## config.mk

```make
export PLATFORM = sky130hd
export DESIGN_NAME = dcache_wt_flat
export DESIGN_NICKNAME = d
export VERILOG_FILES = /design/src/rtl/dcache_wt_if.sv /design/src/rtl/dcache_wt.sv /design/src/flat_wrapper.sv
export SDC_FILE = /design/constraint.sdc
export NUM_CORES = 1
export LEC_CHECK = 0
export CAP_MARGIN = 5
export CORE_MARGIN = 5
export CORE_UTILIZATION = 50
export DETAILED_ROUTE_END_ITERATION = 10
export PLACE_DENSITY = 0.7
export SKIP_CTS_REPAIR_TIMING = 1
export SLEW_MARGIN = 15
export SYNTH_ARGS = -nofsm -noshare
export SYNTH_HDL_FRONTEND = slang
export SYNTH_SLANG_ARGS = --single-unit
```

## constraint.sdc

```tcl
create_clock -name clk_i -period 12.9 [get_ports clk_i]
set_clock_uncertainty 0.2 [all_clocks]
set_input_delay 2.58 -clock clk_i [delete_from_list [all_inputs] [get_ports clk_i]]
set_output_delay 2.58 -clock clk_i [all_outputs]
set_load 0.02 [all_outputs]
```

## src/rtl/dcache_wt_if.sv

```systemverilog
// CPU-side and memory-side signal bundle of the write-through data cache.
// slave  : the cache view (takes CPU requests and memory responses).
// master : the environment view (CPU pipeline plus data memory).
// Signals: req_i/we_i/byte_op_i/addr_i/wd_i (CPU request), rd_o/stall_o (CPU
// response), mem_req_o/mem_we_o/mem_byte_op_o/mem_addr_o/mem_wd_o (memory
// request), mem_rd_i/mem_ready_i (memory response).
interface dcache_wt_if #(
    parameter int unsigned DATA_WIDTH = 32
);
    logic                  req_i;
    logic                  we_i;
    logic                  byte_op_i;
    logic [DATA_WIDTH-1:0] addr_i;
    logic [DATA_WIDTH-1:0] wd_i;
    logic [DATA_WIDTH-1:0] rd_o;
    logic                  stall_o;
    logic                  mem_req_o;
    logic                  mem_we_o;
    logic                  mem_byte_op_o;
    logic [DATA_WIDTH-1:0] mem_addr_o;
    logic [DATA_WIDTH-1:0] mem_wd_o;
    logic [DATA_WIDTH-1:0] mem_rd_i;
    logic                  mem_ready_i;

    modport slave (
        input  req_i, we_i, byte_op_i, addr_i, wd_i, mem_rd_i, mem_ready_i,
        output rd_o, stall_o, mem_req_o, mem_we_o, mem_byte_op_o, mem_addr_o, mem_wd_o
    );

    modport master (
        output req_i, we_i, byte_op_i, addr_i, wd_i, mem_rd_i, mem_ready_i,
        input  rd_o, stall_o, mem_req_o, mem_we_o, mem_byte_op_o, mem_addr_o, mem_wd_o
    );
endinterface

```

## src/rtl/dcache_wt.sv

```systemverilog
// Direct-mapped, write-through, no-write-allocate data cache, one word per line.
// Ports: clk_i (clock), rst_i (synchronous active-high reset), bus (dcache_wt_if
// slave: CPU request/response and data-memory request/response).
// Load hits answer combinationally in IDLE; load misses refill one word; every
// store is written through to memory and updates the line only on a hit.
module dcache_wt #(
    parameter int unsigned DATA_WIDTH = 32,
    parameter int unsigned BYTE_WIDTH = 8,
    parameter int unsigned SETS       = 8
) (
    input  logic       clk_i,
    input  logic       rst_i,
    dcache_wt_if.slave bus
);
    localparam int unsigned BYTES = DATA_WIDTH / BYTE_WIDTH;
    localparam int unsigned OFF_W = $clog2(BYTES);
    localparam int unsigned IDX_W = $clog2(SETS);
    localparam int unsigned TAG_W = DATA_WIDTH - IDX_W - OFF_W;

    typedef enum logic [1:0] {ST_IDLE, ST_REFILL, ST_WRITE} state_e;

    // Line storage
    logic [SETS-1:0]       valid_q;
    logic [TAG_W-1:0]      tag_q  [SETS];
    logic [DATA_WIDTH-1:0] data_q [SETS];

    // FSM and latched request
    state_e                state_q, state_d;
    logic [DATA_WIDTH-1:0] addr_q, addr_d;
    logic [DATA_WIDTH-1:0] wd_q, wd_d;
    logic                  byte_op_q, byte_op_d;
    logic                  hit_q, hit_d;

    // Live address fields
    logic [OFF_W-1:0]      off_in;
    logic [IDX_W-1:0]      idx_in;
    logic [TAG_W-1:0]      tag_in;
    logic [DATA_WIDTH-1:0] line_c;
    logic                  hit_c;
    logic [BYTE_WIDTH-1:0] byte_c;

    // Latched address fields
    logic [OFF_W-1:0]      off_l;
    logic [IDX_W-1:0]      idx_l;
    logic [TAG_W-1:0]      tag_l;
    logic [DATA_WIDTH-1:0] aligned_l;
    logic [DATA_WIDTH-1:0] merged_c;

    // Line update strobes
    logic                  fill_c;
    logic                  upd_c;

    // Output drivers
    logic [DATA_WIDTH-1:0] rd_c;
    logic                  stall_c;
    logic                  mem_req_c;
    logic                  mem_we_c;
    logic                  mem_byte_op_c;
    logic [DATA_WIDTH-1:0] mem_addr_c;
    logic [DATA_WIDTH-1:0] mem_wd_c;

    assign off_in    = bus.addr_i[OFF_W-1:0];
    assign idx_in    = bus.addr_i[OFF_W +: IDX_W];
    assign tag_in    = bus.addr_i[DATA_WIDTH-1 -: TAG_W];
    assign line_c    = data_q[idx_in];
    assign hit_c     = bus.req_i & valid_q[idx_in] & (tag_q[idx_in] == tag_in);

    assign off_l     = addr_q[OFF_W-1:0];
    assign idx_l     = addr_q[OFF_W +: IDX_W];
    assign tag_l     = addr_q[DATA_WIDTH-1 -: TAG_W];
    assign aligned_l = {addr_q[DATA_WIDTH-1:OFF_W], OFF_W'(0)};

    // Byte lane selected by the live offset for LBU
    always_comb begin
        byte_c = '0;
        for (int b = 0; b < int'(BYTES); b++) begin
            if (off_in == OFF_W'(b)) byte_c = line_c[b*BYTE_WIDTH +: BYTE_WIDTH];
        end
    end

    // Line contents after a store hit: whole word, or just the addressed lane
    always_comb begin
        merged_c = data_q[idx_l];
        if (byte_op_q) begin
            for (int b = 0; b < int'(BYTES); b++) begin
                if (off_l == OFF_W'(b)) merged_c[b*BYTE_WIDTH +: BYTE_WIDTH] = wd_q[BYTE_WIDTH-1:0];
            end
        end else begin
            merged_c = wd_q;
        end
    end

    // Next state, latched request and CPU/memory outputs
    always_comb begin
        state_d       = state_q;
        addr_d        = addr_q;
        wd_d          = wd_q;
        byte_op_d     = byte_op_q;
        hit_d         = hit_q;
        rd_c          = '0;
        stall_c       = 1'b0;
        mem_req_c     = 1'b0;
        mem_we_c      = 1'b0;
        mem_byte_op_c = 1'b0;
        mem_addr_c    = '0;
        mem_wd_c      = '0;
        fill_c        = 1'b0;
        upd_c         = 1'b0;
        unique case (state_q)
            ST_IDLE: begin
                if (bus.req_i) begin
                    if (bus.we_i) begin
                        stall_c   = 1'b1;
                        addr_d    = bus.addr_i;
                        wd_d      = bus.wd_i;
                        byte_op_d = bus.byte_op_i;
                        hit_d     = hit_c;
                        state_d   = ST_WRITE;
                    end else if (hit_c) begin
                        rd_c = bus.byte_op_i ? DATA_WIDTH'(byte_c) : line_c;
                    end else begin
                        stall_c = 1'b1;
                        addr_d  = {bus.addr_i[DATA_WIDTH-1:OFF_W], OFF_W'(0)};
                        state_d = ST_REFILL;
                    end
                end
            end
            ST_REFILL: begin
                stall_c    = 1'b1;
                mem_req_c  = 1'b1;
                mem_addr_c = aligned_l;
                if (bus.mem_ready_i) begin
                    fill_c  = 1'b1;
                    state_d = ST_IDLE;
                end
            end
            ST_WRITE: begin
                // The CPU is released in the cycle memory accepts the write
                stall_c       = ~bus.mem_ready_i;
                mem_req_c     = 1'b1;
                mem_we_c      = 1'b1;
                mem_byte_op_c = byte_op_q;
                mem_addr_c    = addr_q;
                mem_wd_c      = wd_q;
                if (bus.mem_ready_i) begin
                    upd_c   = hit_q;
                    state_d = ST_IDLE;
                end
            end
            default: state_d = ST_IDLE;
        endcase
    end

    // FSM and latched request registers
    always_ff @(posedge clk_i) begin
        if (rst_i) begin
            state_q   <= ST_IDLE;
            addr_q    <= '0;
            wd_q      <= '0;
            byte_op_q <= 1'b0;
            hit_q     <= 1'b0;
        end else begin
            state_q   <= state_d;
            addr_q    <= addr_d;
            wd_q      <= wd_d;
            byte_op_q <= byte_op_d;
            hit_q     <= hit_d;
        end
    end

    // Valid bits; a reset in the same cycle as a refill wins
    always_ff @(posedge clk_i) begin
        if (rst_i) begin
            valid_q <= '0;
        end else if (fill_c) begin
            valid_q[idx_l] <= 1'b1;
        end
    end

    // Tag and data arrays carry no reset; they are qualified by valid_q
    always_ff @(posedge clk_i) begin
        if (!rst_i) begin
            if (fill_c) begin
                tag_q[idx_l]  <= tag_l;
                data_q[idx_l] <= bus.mem_rd_i;
            end else if (upd_c) begin
                data_q[idx_l] <= merged_c;
            end
        end
    end

    assign bus.rd_o          = rd_c;
    assign bus.stall_o       = stall_c;
    assign bus.mem_req_o     = mem_req_c;
    assign bus.mem_we_o      = mem_we_c;
    assign bus.mem_byte_op_o = mem_byte_op_c;
    assign bus.mem_addr_o    = mem_addr_c;
    assign bus.mem_wd_o      = mem_wd_c;
endmodule
```

## src/flat_wrapper.sv

```systemverilog
// flat-port wrapper written by rule: the top's interface ports become plain ports
module dcache_wt_flat 
#(
    parameter int unsigned DATA_WIDTH = 32,
    parameter int unsigned BYTE_WIDTH = 8,
    parameter int unsigned SETS       = 8
)
  (clk_i, rst_i, bus_req_i, bus_we_i, bus_byte_op_i, bus_addr_i, bus_wd_i, bus_mem_rd_i, bus_mem_ready_i, bus_rd_o, bus_stall_o, bus_mem_req_o, bus_mem_we_o, bus_mem_byte_op_o, bus_mem_addr_o, bus_mem_wd_o);
  dcache_wt_if #(.DATA_WIDTH(DATA_WIDTH)) bus_i ();
  input  logic clk_i;
  input  logic rst_i;
  input wire logic [$bits(bus_i.req_i)-1:0] bus_req_i;
  input wire logic [$bits(bus_i.we_i)-1:0] bus_we_i;
  input wire logic [$bits(bus_i.byte_op_i)-1:0] bus_byte_op_i;
  input wire logic [$bits(bus_i.addr_i)-1:0] bus_addr_i;
  input wire logic [$bits(bus_i.wd_i)-1:0] bus_wd_i;
  input wire logic [$bits(bus_i.mem_rd_i)-1:0] bus_mem_rd_i;
  input wire logic [$bits(bus_i.mem_ready_i)-1:0] bus_mem_ready_i;
  output wire logic [$bits(bus_i.rd_o)-1:0] bus_rd_o;
  output wire logic [$bits(bus_i.stall_o)-1:0] bus_stall_o;
  output wire logic [$bits(bus_i.mem_req_o)-1:0] bus_mem_req_o;
  output wire logic [$bits(bus_i.mem_we_o)-1:0] bus_mem_we_o;
  output wire logic [$bits(bus_i.mem_byte_op_o)-1:0] bus_mem_byte_op_o;
  output wire logic [$bits(bus_i.mem_addr_o)-1:0] bus_mem_addr_o;
  output wire logic [$bits(bus_i.mem_wd_o)-1:0] bus_mem_wd_o;
  assign bus_i.req_i = bus_req_i;
  assign bus_i.we_i = bus_we_i;
  assign bus_i.byte_op_i = bus_byte_op_i;
  assign bus_i.addr_i = bus_addr_i;
  assign bus_i.wd_i = bus_wd_i;
  assign bus_i.mem_rd_i = bus_mem_rd_i;
  assign bus_i.mem_ready_i = bus_mem_ready_i;
  assign bus_rd_o = bus_i.rd_o;
  assign bus_stall_o = bus_i.stall_o;
  assign bus_mem_req_o = bus_i.mem_req_o;
  assign bus_mem_we_o = bus_i.mem_we_o;
  assign bus_mem_byte_op_o = bus_i.mem_byte_op_o;
  assign bus_mem_addr_o = bus_i.mem_addr_o;
  assign bus_mem_wd_o = bus_i.mem_wd_o;
  dcache_wt #(.DATA_WIDTH(DATA_WIDTH), .BYTE_WIDTH(BYTE_WIDTH), .SETS(SETS)) u_core (.clk_i(clk_i), .rst_i(rst_i), .bus(bus_i));
endmodule
```

==> results of run 1 <==
## critical path, cell delays in order
cell and delay (ns):
buf_6 0.58, buf_4 0.84, mux4_2 0.59, mux2i_1 0.20, xor2_1 0.26, and4_1 0.22
nand4_1 0.22, or4_1 0.87, nor2_1 0.25, clkdlybuf4s50_1 0.70
## per-stage QoR
step | setup slack [ns] | instances | hold WS, ns | total power (uW) | utilization
floorplan | 4.68 | 1540 | 0.244 | 2240 | -
global placement | 2.69 | 2256 | 0.256 | 2380 | 0.560
detailed placement | 2.67 | 2256 | 0.262 | 2390 | 0.560
CTS | 2.62 | 2362 | 0.272 | 4060 | 0.602
global route | 2.32 | 2362 | 0.291 | 4170 | 0.602
finish | 2.72 | 2362 | 0.270 | 4040 | 0.602
## flip-flops by register name, indices dropped and copies added (netlist names)
signal	flops
u_core.hit_q	1
u_core.byte_op_q	1
u_core.valid_q	8
u_core.addr_q	32
u_core.wd_q	32
u_core.data_q	256
u_core.state_q	2
u_core.tag_q	216
## cells by family after synthesis
logic type / synth area share
buf+inv: 0.0222
xor+xnor: 0.00777
fa+ha+maj: 0.00212
compound gates: 0.0336
mux: 0.152
flops: 0.663
simple gates: 0.119
## report_power, final
part           leakage (uW)  internal [uW]  switching [uW]
clock              0.000970            999             692
combinational       0.00353            135             196
sequential          0.00491           1970            46.9
## cell usage in the layout, fill, tap and decap left out, drive strengths merged, types with 9 or more instances in the layout
cell and instances:
edfxtp 472, clkdlybuf4s50 196, nand2 116, mux4 106, nor2 104, mux2i 84, dfxtp 76, clkbuf 73
and2 68, a21oi 67, nor3 33, nor4b 33, mux2 32, or4 30, nor4bb 29, and3b 29
buf 22, clkinv 22, inv 20, o22ai 17, xor2 17, a22oi 10, nor2b 9, a211oi 9
## layer usage
layer / up-vias / part of all wire / global-route usage
li1: 6323 / - / -
met1: 7396 / 0.40 / 0.334
met2: 703 / 0.49 / 0.385
met3: 83 / 0.085 / 0.0494
met4: 0 / 0.029 / 0.0793
met5: - / 0 / 0
## area by class of cell
type / instances / area share
well taps: 607 / 0.0270
flip-flops and latches: 548 / 0.559
clock inverters: 33 / 0.0122
inverters: 15 / 0.00200
multi-input cells: 868 / 0.267
repair buffers: 218 / 0.0758
clock buffers: 73 / 0.0570
## worst max-delay path by stage
stage | start | endpoint | slack [ns] | depth (start not counted)
2_1_floorplan | bus_addr_i[4] | bus_rd_o[11] | 4.68 | 13
3_3_place_gp | bus_addr_i[2] | bus_rd_o[23] | 2.69 | 10
3_5_place_dp | bus_addr_i[2] | bus_rd_o[26] | 2.67 | 10
4_1_cts | bus_addr_i[2] | bus_rd_o[23] | 2.62 | 10
5_1_grt | bus_addr_i[2] | bus_rd_o[23] | 2.32 | 10
6_report | bus_addr_i[2] | bus_rd_o[23] | 2.72 | 10
==> results.toml, run 1 <==
[run_status]
status = "finished clean"

[timing]
fin_crit_ns = 10.18
fin_tns_setup_ns = 0
max_slew_margin = 0.223
max_freq_ghz = 0.0983
setup_violations = 0
slew_viol_final = 0
rsz0062_at_grt = "false"
tightest_slew_ns = 1.16
min_period_over_period = 0.789
final_hold_viol_count = 0

[synth]
ys_seq_area_frac = 0.663
synth-seq-cells = 548
synth.top_cell.area_share = 0.599
synth_edf_count = 472
ys_async_sr_fraction = 0
yosys.cell_count.top_type = "edfxtp_1"
synthFlopType = "edfxtp_1"
synth.distinct_cells = 60
syn_area_sq_um = 23700
synth_area_per_cell_sq_um = 15.4
yosys.area.top_type = "edfxtp_1"
yosys-top-cells-count = "edfxtp_1, nand2_1, mux4_2, nor2_1, mux2i_1"
syn_inst = 1540
yosysWarnings = 0
ys_top_cells_by_area = "edfxtp_1, mux4_2, dfxtp_1, mux2i_1, nand2_1"
synth_fp_nets = 1646

[critical_path]
crit_path_max_fanout = 64
r2r-end = "u_core.data_q[7][2]"
crit_path_end_kind = "output port"
worstSetupPathType = "input port to output port"
cp.arrival_ns = 7.40
startpoint_type = "input port"
rr_startpoint = "u_core.state_q[0]"
regToRegSetupSlack_ns = 9.23
worstPathRequired_ns = 10.12
r2r_cells = 7

[layout]
drive_gt1_frac = 0.156
area_growth_pct = 18.7
final_net_count = 1814
multi_input_area_sq_um = 7510
nFillCells = 3509
diodes = 0
regArea_sq_um = 15700
final_area_sq_um = 28100

[placed_design]
port_buffers = 201
hpwl_microns = 39500
gp_congestion = 0.837
dpl_cell_area_sq_um = 26100

[cts]
htree_levels = 2
root_buffer = "clkbuf_16"
cts_buffer_depth = 3
insertion_delay_ns = 0.62
cts_tree = "done"
cts_inserted_buffers = 57
path_clk_slew_ns = 0.06
clock_sinks = 548

[die]
die_y_microns = 228
ios = 202
start_util = 0.507
die_width_microns = 228
die_area_sq_um = 51800
fp-row-count = 79
coreArea_sq_um = 46700

[detailed_routing]
wirelength_microns = 62300
via_per_inst = 6.14
vias = 14505
ant_nets = 0
drtIter0Drc = 1611
drc = 0
wl_per_cell_microns = 26.4
dr.pass1.iters = 5

[power_and_ir_drop]
p_leak_uw = 0.00941
cellPowerDensity_nw_per_um2 = 144
ir_drop_mv = 0.0903

[hold_path]
hold_end = "u_core.wd_q[14]"
hold_start = "u_core.wd_q[14]"
holdPathStages = 2
hp-class = "flip-flop to flip-flop"

[grt]
grtUsageTotal = 0.240
grt_max_degree = 95
antenna_found_initial = 0
grt_pass1_wl_microns = 92800
first_global_vias = 14768
overflow = 0

[job]
max_cap_violations = 0
Power figures use the tool's default switching activity.
==> run 2: changes to the inputs <==
--- a/config.mk
+++ b/config.mk
@@ -9,7 +9,7 @@
 export CORE_MARGIN = 5
 export CORE_UTILIZATION = 50
 export DETAILED_ROUTE_END_ITERATION = 10
-export PLACE_DENSITY = 0.7
+export PLACE_DENSITY = 0.73
 export SKIP_CTS_REPAIR_TIMING = 1
 export SLEW_MARGIN = 15
 export SYNTH_ARGS = -nofsm -noshare
==> constraint.sdc (replaced) <==
create_clock -name clk_i -period 9.2 [get_ports clk_i]
set_clock_uncertainty 0.2 [all_clocks]
set_input_delay 1.84 -clock clk_i [delete_from_list [all_inputs] [get_ports clk_i]]
set_output_delay 1.84 -clock clk_i [all_outputs]
set_load 0.02 [all_outputs]
==> run 2 against run 1 <==
Utilization down 0.20 points. Clock power up 33%. Via count down 0.42%. Register-to-register slack worse by 3.9 ns. First-iteration DRC count down 20%. Sequential share of layout area up 0.19 points. Non-clock buffer count up 3. Sequential cell count unchanged. Cell area down 0.34%.
==> results.toml, run 2 (same netlist as run 1, synthesis figures left out) <==
[run_status]
status = "finished clean"

[critical_path]
slowest_stage = "or4_1"
critPathTopFamily = "simple AND/OR/NAND/NOR gates"
cp.arrival_ns = 6.36
startpoint_type = "input port"
crit_path_max_fanout = 55
path_cells = "buf_4, buf_4, mux2i_1, a221oi_1, o21ai_0, nand3b_1, nor4_1, nand4_1, or4_1, nor2_1, clkdlybuf4s50_1"
max_stage_delay_ns = 0.88
crit_path_end_kind = "output port"
worstSetupPathType = "input port to output port"
crit_top_cell = "buf_4"
critPathBufInv = 3
worstPathRequired_ns = 7.16

[detailed_routing]
wl_per_cell_microns = 26.0
drc = 0
via_per_inst = 6.12
drtIter0Drc = 1287
vias = 14444
wirelength_microns = 61400
ant_nets = 0
dr.pass1.iters = 5

[power_and_ir_drop]
p_leak_uw = 0.00934
pwr-share-comb = 0.083
cellPowerDensity_nw_per_um2 = 198
internal_power_uw = 4240
seqPwrFrac = 0.512
p_sw_uw = 1290
power.share.switching = 0.234
ir_drop_mv = 0.134
p_clk_frac = 0.405

[die]
coreArea_sq_um = 46700
die_area_sq_um = 51800
die_y_microns = 228
ios = 202
die_width_microns = 228
start_util = 0.507
fp-row-count = 79

[timing]
setup_violations = 0
final_hold_viol_count = 0
max_slew_margin = 0.228
min_period_over_period = 0.913
worst_slack_ns = 0.800
fin_crit_ns = 8.40
slew_viol_final = 0
fin_tns_setup_ns = 0
tightest_slew_ns = 1.15
max_freq_ghz = 0.119
rsz0062_at_grt = "false"

[layout]
final_cell_mix = "edfxtp_1, clkdlybuf4s50_1, nand2_1, mux4_2, nor2_1"
diodes = 0
largest-register = "u_core.data_q"
final_area_sq_um = 28000
top_regs = "u_core.data_q x256, u_core.tag_q x216"
area_growth_pct = 18.3
final_net_count = 1815
final_common_cell = "edfxtp_1"
largest_register_ffs = 256
drive_gt1_frac = 0.156

[cts]
cts_buffer_depth = 3
cts_tree = "done"
root_buffer = "clkbuf_16"
path_clk_slew_ns = 0.06
htree_levels = 2
insertion_delay_ns = 0.62
clock_sinks = 548
cts_inserted_buffers = 55

[grt]
overflow = 0
first_global_vias = 14556
grtUsageTotal = 0.236
antenna_found_initial = 1
grt_pass1_wl_microns = 91000
grt_max_degree = 72

[job]
max_cap_violations = 0

[placed_design]
post-place-ws_ns = 0.986
dpl_cell_area_sq_um = 26200
gp_congestion = 0.891
port_buffers = 201
hpwl_microns = 39600

[hold_path]
hp-class = "flip-flop to flip-flop"
run 2: changes by cell type in the layout (fill, tap and decap cells not counted), sizes merged:
cell,change
clkbuf,-5
clkinvlp,+4
buf,+3
inv,-2
bufinv,-1
clkinv,+1
run 2: power by group through the flow:
stage / Combinational (uW) / Sequential, uW / Clock, uW
finish: 461 / 2830 / 2240
detailed placement: 456 / 2890 / 0
global placement: 449 / 2880 / 0
global route: 491 / 2840 / 2360
floorplan: 289 / 2850 / 0
CTS: 459 / 2830 / 2260
run 2: cell type report:
type                       count  area [sq um]
sequential                   548         15700
clock inverter                35           349
clock buffer                  68          1480
timing repair buffer         221          2150
fill                        3458         18700
tap                          607           759
multi-input combinational    868          7500
inverter                      15          56.3
run 2: per-layer routing:
metal,part of all wire,vias up,global-route usage
met5,0.00018,-,0
met1,0.40,7311,0.319
li1,-,6328,-
met4,0.038,2,0.0866
met3,0.085,134,0.0527
met2,0.48,669,0.381
run 2: final timing paths:
path	from	endpoint	slack (ns)	cells past startpoint
worst max-delay path	bus_addr_i[4]	bus_rd_o[23]	0.80	11
worst min register to register	u_core.wd_q[25]	u_core.wd_q[25]	0.27	2
worst max register to register	u_core.state_q[0]	u_core.data_q[7][2]	5.38	7
worst min-delay path	u_core.wd_q[25]	u_core.wd_q[25]	0.27	2
run 2: per-stage QoR:
stage,hold slack (ns),utilization,power [uW],instances
floorplan,0.244,-,3140,1540
global placement,0.256,0.561,3330,2259
detailed placement,0.260,0.561,3340,2259
CTS,0.268,0.600,5560,2362
global route,0.295,0.600,5690,2362
finish,0.268,0.600,5540,2362
run 2: worst register-to-register path: stages, from the launching register on:
cell,delay [ns]
dfxtp_1,0.34
inv_1,0.10
ha_1,0.15
buf_4,0.37
nand4b_1,0.42
nor2_1,0.75
nor2_1,0.29
nor2_1,0.82
